==> src/rtl/stream_pkg.sv <==
// Shared definitions for the credit-based stream link (transmitter and receiver ends).
// Both ends size their credit counters with credit_w so the counter widths always match.
package stream_pkg;

    function automatic int credit_w(input int n);
        return $clog2(n + 1);
    endfunction

endpackage : stream_pkg

==> src/rtl/credit_counter.sv <==
// Saturating up/down credit counter with registered zero/full flags.
// It also produces a single-cycle overflow pulse when a credit arrives while full.
module credit_counter
    import stream_pkg::*;
#(
    parameter int MAX = 4,
    parameter int W   = credit_w(MAX)
) (
    input  logic         clk,
    input  logic         rst,
    input  logic         dec,
    input  logic         inc,
    output logic [W-1:0] count,
    output logic         zero,
    output logic         full,
    output logic         overflow
);

    typedef logic [W-1:0] cnt_t;

    localparam cnt_t MAX_C = cnt_t'(MAX);

    cnt_t cnt_q;
    cnt_t cnt_d;
    logic zero_q;
    logic full_q;

    // A simultaneous inc and dec cancels out; decrementing at zero is ignored.
    always_comb begin
        cnt_d    = cnt_q;
        overflow = 1'b0;
        case ({dec, inc})
            2'b10: begin
                if (!zero_q) begin
                    cnt_d = cnt_q - cnt_t'(1);
                end
            end
            2'b01: begin
                if (full_q) begin
                    overflow = 1'b1;
                end else begin
                    cnt_d = cnt_q + cnt_t'(1);
                end
            end
            default: begin
                cnt_d = cnt_q;
            end
        endcase
    end

    // Flags are registered from the next count so downstream users see pure flop outputs.
    always_ff @(posedge clk) begin
        if (rst) begin
            cnt_q  <= MAX_C;
            zero_q <= 1'b0;
            full_q <= 1'b1;
        end else begin
            cnt_q  <= cnt_d;
            zero_q <= (cnt_d == '0);
            full_q <= (cnt_d == MAX_C);
        end
    end

    assign count = cnt_q;
    assign zero  = zero_q;
    assign full  = full_q;

endmodule : credit_counter

==> src/rtl/stream_credit_tx.sv <==
// Credit-based stream transmitter: forwards valid/ready beats to a receiver without backpressure,
// sending only while credits remain; the receiver returns one credit per drained entry.
module stream_credit_tx
    import stream_pkg::*;
#(
    parameter int DATA_WIDTH = 8,
    parameter int CREDITS    = 4,
    parameter bit REG_OUTPUT = 1'b1
) (
    input  logic                           clk,
    input  logic                           rst,
    input  logic                           in_valid_i,
    output logic                           in_ready_o,
    input  logic [DATA_WIDTH-1:0]          in_data_i,
    output logic                           out_valid_o,
    output logic [DATA_WIDTH-1:0]          out_data_o,
    input  logic                           credit_i,
    output logic [credit_w(CREDITS)-1:0]   credits_o,
    output logic                           idle_o,
    output logic                           err_o
);

    localparam int CW = credit_w(CREDITS);

    typedef logic [DATA_WIDTH-1:0] payload_t;
    typedef logic [CW-1:0]         count_t;

    logic   acc;
    logic   cnt_zero;
    logic   cnt_full;
    logic   overflow;
    logic   err_q;
    logic   beat_pending;
    count_t cnt;

    // Ready comes straight from the registered zero flag, so it never depends on this cycle's inputs.
    assign in_ready_o = ~cnt_zero;
    assign acc        = in_valid_i & in_ready_o;

    credit_counter #(
        .MAX (CREDITS),
        .W   (CW)
    ) u_credit_counter (
        .clk      (clk),
        .rst      (rst),
        .dec      (acc),
        .inc      (credit_i),
        .count    (cnt),
        .zero     (cnt_zero),
        .full     (cnt_full),
        .overflow (overflow)
    );

    // An excess credit means the receiver and transmitter disagree on occupancy; latch it until reset.
    always_ff @(posedge clk) begin
        if (rst) begin
            err_q <= 1'b0;
        end else if (overflow) begin
            err_q <= 1'b1;
        end
    end

    generate
        if (REG_OUTPUT) begin : g_reg_out
            logic     out_valid_q;
            payload_t out_data_q;

            // The receiver cannot stall, so each beat lives in this register for exactly one cycle.
            always_ff @(posedge clk) begin
                if (rst) begin
                    out_valid_q <= 1'b0;
                    out_data_q  <= '0;
                end else if (acc) begin
                    out_valid_q <= 1'b1;
                    out_data_q  <= in_data_i;
                end else begin
                    out_valid_q <= 1'b0;
                    out_data_q  <= '0;
                end
            end

            assign out_valid_o  = out_valid_q;
            assign out_data_o   = out_data_q;
            assign beat_pending = out_valid_q;
        end else begin : g_comb_out
            assign out_valid_o  = acc;
            assign out_data_o   = acc ? in_data_i : payload_t'(0);
            assign beat_pending = 1'b0;
        end
    endgenerate

    assign credits_o = cnt;
    assign idle_o    = cnt_full & ~beat_pending;
    assign err_o     = err_q;

endmodule : stream_credit_tx

==> config.mk <==
export PLATFORM = sky130hd
export DESIGN_NAME = stream_credit_tx
export DESIGN_NICKNAME = d
export VERILOG_FILES = /design/src/rtl/stream_pkg.sv /design/src/rtl/credit_counter.sv /design/src/rtl/stream_credit_tx.sv
export SDC_FILE = /design/constraint.sdc
export NUM_CORES = 1
export LEC_CHECK = 0
export ABC_CLOCK_PERIOD_IN_PS = 2000
export CAP_MARGIN = 20
export CORE_ASPECT_RATIO = 1.2
export CORE_MARGIN = 2
export CORE_UTILIZATION = 39
export CTS_CLUSTER_SIZE = 40
export DETAILED_ROUTE_END_ITERATION = 10
export PLACE_DENSITY = 0.76
export SLEW_MARGIN = 5
export SYNTH_ARGS = -nofsm -noshare
export SYNTH_HDL_FRONTEND = slang
export SYNTH_SLANG_ARGS = --single-unit
==> constraint.sdc <==
create_clock -name clk -period 2 [get_ports clk]
set_input_delay 0.2 -clock clk [delete_from_list [all_inputs] [get_ports clk]]
set_output_delay 0.2 -clock clk [all_outputs]
set_load 0.05 [all_outputs]
==> results of run 1 <==
## per-layer routing
| metal | vias up | wire [µm] | GRT usage, % |
|---|---|---|---|
| met5 | - | 0 | 0 |
| met4 | 0 | 0 | 8.276 |
| met3 | 0 | 125 | 8.531 |
| met2 | 21 | 585 | 26.13 |
| met1 | 223 | 490 | 17.46 |
| li1 | 262 | - | - |
## cell type report
| cell class | count | area, µm² | share of cell area [%] |
|---|---|---|---|
| well taps | 17 | 21.27 | 2.310 |
| clock buffers | 4 | 26.28 | 2.853 |
| multi-input cells | 39 | 294.0 | 31.93 |
| flip-flops and latches | 15 | 300.3 | 32.61 |
| repair buffers | 26 | 260.3 | 28.26 |
| inverters | 5 | 18.77 | 2.038 |
## cell families (layout without fill, tap and decap cells)
group	after synthesis	in the layout
and+or+nand+nor	23	23
adders and majority gates	5	5
AOI/OAI and AO/OA	11	11
buffers and inverters	5	35
DFF	15	15
## layout by cell type (no fill, tap or decap)
cell and instances:
a211o_1 1, a211oi_1 2, a21boi_1 1, a21oi_1 3
a221o_1 2, and2_1 8, clkbuf_1 1, clkbuf_4 3
clkdlybuf4s50_1 26, dfxtp_1 15, ha_1 5, inv_1 5
nand2_1 1, nand2b_1 3, nand2b_4 1, nand3b_1 2
nand4bb_1 1, nor2_1 4, nor2b_1 2, nor3_2 1
o21a_1 1, o31ai_1 1
## stage by stage
| step | setup slack (ns) | area, µm² | total power [mW] | setup TNS, ns | hold slack (ns) |
|---|---|---|---|---|---|
| 6_report | 0.1061 | 920.9 | 0.8551 | 0 | 0.4815 |
| 5_1_grt | -0.0004112 | 920.9 | 0.9062 | -0.0004112 | 0.4832 |
| 4_1_cts | 0.09475 | 915.9 | 0.8610 | 0 | 0.4707 |
| 3_5_place_dp | -0.006472 | 889.6 | 0.6966 | -0.006472 | 0.4701 |
| 3_3_place_gp | 0.03419 | 889.6 | 0.6932 | 0 | 0.4584 |
| 2_1_floorplan | 0.03612 | 608.1 | 0.5849 | 0 | 0.2724 |
## sequential cells by signal, summed over array words and instances, names as in the netlist
| register | cells |
|---|---|
| out_valid_o | 1 |
| u_credit_counter.count | 3 |
| out_data_o | 8 |
| err_o | 1 |
| u_credit_counter.full | 1 |
| u_credit_counter.zero | 1 |
## worst reg2reg max path, stage by stage (launching register included)
cell,delay (ns)
dfxtp_1,0.39
inv_1,0.07
nand2_1,0.12
inv_1,0.06
ha_1,0.34
a221o_1,0.31
a21boi_1,0.15
nor3_2,0.18
nor2b_1,0.14
## Yosys cell counts (all sizes together), types with 2 or more instances
cell / number
dfxtp: 15
and2: 8
ha: 5
inv: 5
nand2b: 4
nor2: 4
a21oi: 3
a211oi: 2
a221o: 2
nand3b: 2
nor2b: 2
## how the worst max path moves through the flow
stage	depth (start not counted)	from	endpoint	slack (ns)
after detailed placement	8	in_valid_i	u_credit_counter.zero	-0.006
after global placement	8	in_valid_i	u_credit_counter.zero	0.03
after CTS	2	u_credit_counter.full	idle_o	0.09
after floorplan	8	u_credit_counter.zero	u_credit_counter.zero	0.04
final	2	u_credit_counter.full	idle_o	0.11
after global routing	8	u_credit_counter.zero	u_credit_counter.zero	-0.0004
## power by group
part | switching [mW] | internal [mW] | total (mW)
Combinational | 0.193 | 0.139 | 0.333
Sequential | 0.0277 | 0.332 | 0.360
Clock | 0.0853 | 0.0772 | 0.162
==> metrics.cfg, run 1 <==
[outcome]
status=completed

[yosys]
synth-simple-area-share_pct=23.87
yosys_most_used_dff=dfxtp_1
synthArstFlopShare_pct=0
synth-compound-area-share_pct=13.37
syn_area_um2=608.1
yosys.area_share.xor_xnor_pct=0
synthMuxAreaShare_pct=0
yosys_warnings=0
syn_inst=59
synth-adder-area-share_pct=10.29
synth_nets=76
synth_seq_cells=15
synth_area_leaders=dfxtp_1 (49%), ha_1 (10%), and2_1 (8.2%)
synth_edf_count=0
synth_area_per_cell_um2=10.31
synth_top_family_by_area=simple AND/OR/NAND/NOR gates
ys_seq_area_share_pct=49.38
synth_top_cell_area_share_pct=49.38
synthDistinctLibCells=19
synth_top_cell_by_area=dfxtp_1

[drt]
vias_per_cell=4.774
first_pass_iters=4
drcViolationCount=0
detail-route-antenna-nets=0
drt_iter0_drc=2
vias=506
wirelength_mm=1.201
post_drt_wl_per_cell_um=11.33

[critical_path]
crit_family=buffers and inverters
endpoint_kind=output port
required_ns=1.80
cp_slowest_cell=clkdlybuf4s50_1
cp-start-kind=flip-flop
critPathKind=flip-flop to output port
cp_data_arrival_time_ns=1.69
reg2reg_slack_ns=0.19
path_cells=nor2b_1 > clkdlybuf4s50_1
crit_buf_inv=1
r2r-end=u_credit_counter.zero
reg2reg_from=u_credit_counter.zero
slowest_delay_ns=0.82
rr_worst_depth=8
cp_max_fo=7

[clock_network]
clockBufferDepth=2
cts_buffers=3
htreeDepth=1
cts_resized=0
cts_sinks=15
insertion_delay_ns=0.27
cts_setup_buffers=0
cts_root_buffer=clkbuf_4
cts_tree=yes
clk_pin_slew_ns=0.08
postCtsHoldBufs=0

[sta]
hold_viol_final=0
setup_violations=0
tightestPinTransition_ns=0.5168
fmax_mhz=528.0
fin_crit_ns=1.894
clock_skew_ns=0.0005837
slew_viol_final=0
relSlewSlack_pct=65.44
fin_crit_sh_pct=94.70

[layout]
area_growth_pct=51.44
fin_nets=107
post_route_cells_drive_above_1_share_pct=5.618
stdcell_count=106
diodes=0
fillers=125
fin_util_pct=63.72

[floorplan]
die_h_um=47.26
core_um2=1445
ios=27
die_x_um=40.05
std_cell_rows=15
dieArea_um2=1892
start_util_pct=42.08

[global_route]
grt_pass1_wl_mm=2.042
overflow=0
grtUsageTotal_pct=16.41
grt_pass1_vias=510
grt_antenna_before_repair=0
grt_start_max_net_pins=10

[hold_path]
hold_depth=2
hold_path.class=input port to flip-flop
holdPathEnd=out_data_o[7]
min-delay-start=in_data_i[7]

[power_and_ir_drop]
leakagePower_nw=0.3752
ir_drop_v=0.0005799
p_per_area_nw_per_um2=928.6

[placed_design]
placed_cells=102
dp_hpwl_um=974.4
gp_congestion=0.6829
io_buffers=26

[job]
maxCapViolations=0

Note: power is estimated with default switching activity, not from simulation.
==> run 2: changes to the inputs <==
- HOLD_SLACK_MARGIN: not set -> 0.03
==> results of run 2 <==
No change in the layout: final DEF, timing and power equal those of run 1.
==> edit: new RTL, flow settings as in run 2 <==
Put a register stage on the output `credits_o`, with the module's reset. The value now appears one clock later. The other outputs are not delayed to match.
--- a/src/rtl/stream_credit_tx.sv
+++ b/src/rtl/stream_credit_tx.sv
@@ -89,7 +89,13 @@
         end
     endgenerate
 
-    assign credits_o = cnt;
+    always_ff @(posedge clk) begin
+        if (rst) begin
+            credits_o <= '0;
+        end else begin
+            credits_o <= cnt;
+        end
+    end
     assign idle_o    = cnt_full & ~beat_pending;
     assign err_o     = err_q;
 
Formal check against the unedited RTL: not equivalent (a bounded check fails within 4 cycles, from zero or initial values and one cycle with rst high).
==> edit against run 2 <==
Die area up 14%; critical path depth unchanged; total power rose by 30%; synthesized area increased by 15%; sequential cell count grew 3; non-clock buffer count rose by 3; combinational power is 44% higher; setup slack gained 0.059 ns; core utilization decreased by 1.3 points; cell count increased by 11%; routed wire length up 17%; cell area is 13% higher.
==> edit: results (changes against run 2) <==
----------------------------------------------------
[Worst setup path]
  CP max FO ... 5 (-2)
  Worst r2r path cells ... 9 (+1)
  Data arrival time of the critical path ... 1.63 ns (-0.06 ns)

[Cells and area]
  Non-clock buffer total of the final layout ... 29 (+12%)
  Clock buffer and inverter area fraction after layout ... 2.171% (-0.68 points)
  Final non-filler cell total ... 118 (+11%)
  Non-clock buffering overhead ... 27.26% (-1.0 points)
  Count of clock-net buffers in the final layout ... 3 (-1)
  Relative area change from synthesis to final layout ... 48.04%
  Fraction of area in registers ... 34.86% (+2.3 points)
  Multi-input combinational area share ... 30.64% (-1.3 points)
  Filler Cell Count ... 139 (+11%)
  Fraction of layout cells with a size suffix above 1 ... 16.00% (+10 points)
  Number of non-clock inverters in the layout ... 7 (+2)

[Logic synthesis]
  Cells after synthesis ... 69 (+17%)
  Number of storage elements in the synthesis netlist ... 18 (+3)
  Number of nets in the synthesized netlist ... 86 (+13%)
  Synthesized-area fraction occupied by adder cells ... 8.929% (-1.4 points)
  Area contributors post-synth ... dfxtp_1 (51%), ha_1 (8.9%), and2_1 (7.1%), inv_1 (3.2%), a21oi_1 (2.9%)
  Most frequent cells after synthesis ... dfxtp_1 (18), and2_1 (8), inv_1 (6), ha_1 (5)
  Sequential area share after synthesis ... 51.43% (+2.0 points)
  Fraction of the mapped netlist area in compound gates ... 11.96% (-1.4 points)

[Placed design]
  Placed cell count ... 115 (+13%)
  Post-Place Worst Slack ... 0.003938 ns (+0.01041 ns)
  Final weighted congestion in routability-driven placement ... 0.7753 (+14%)

[Detailed routing]
  Drt initial violations ... 10 (+8)
  Routed len/inst ... 11.96 um (+5.5%)
  Mean number of vias per cell ... 4.847 (+1.5%)

[STA]
  Worst Skew ... 0.002526 ns (+0.001942 ns)
  Tightest slew margin relative to the limit ... 65.96% (+0.52 points)
  Hold slack final ... 0.4734 ns (-0.008094 ns)

[Global routing]
  Number of global-route vias before repair ... 524 (+2.7%)
  Overall track demand over capacity in global routing ... 14.21% (-2.2 points)
  First-pass GRT wire length ... 2.263 mm (+11%)

[Power and ir drop]
  Maximum resistive drop on vdd ... 548.5 uV (-5.4%)
  Switching share of power ... 38.62% (+2.8 points)
  Power per cell area ... 1070 nW/um2 (+15%)
  Total leakage power ... 0.4210 nW (+12%)

[Status]
  Run status ... finished, final reports clean

----------------------------------------------------
[edit: cell types whose count changed in the layout (fill, tap and decap cells not counted), moves of 2 or more]
cell / run 2 / this run
a211oi_1: 2 / 0
dfxtp_1: 15 / 17
buf_4: 0 / 3
nand2_1: 1 / 3
nand3b_1: 2 / 0
[edit: metal layers]
metal | vias up | track usage, % | share of wire [%]
met5 | - | 0 | 0
met4 | 0 | 8.333 | 0
met3 | 0 | 3.957 | 4.3
met2 | 17 | 22.73 | 52
met1 | 263 | 16.70 | 44
li1 | 292 | - | -
[edit: power groups by stage]
stage	Sequential [mW]	Combinational, mW	Clock (mW)
4_1_cts	0.460	0.482	0.175
3_5_place_dp	0.469	0.481	0
6_report	0.462	0.481	0.166
3_3_place_gp	0.470	0.471	0
2_1_floorplan	0.555	0.238	0
5_1_grt	0.467	0.512	0.192
[edit: critical path: cells and delay by family (launching register included)]
kind / cells / cell delay (ns)
buffers and inverters: 1 / 0.81
AND/OR/NAND/NOR: 1 / 0.15
flip-flops: 1 / 0.40
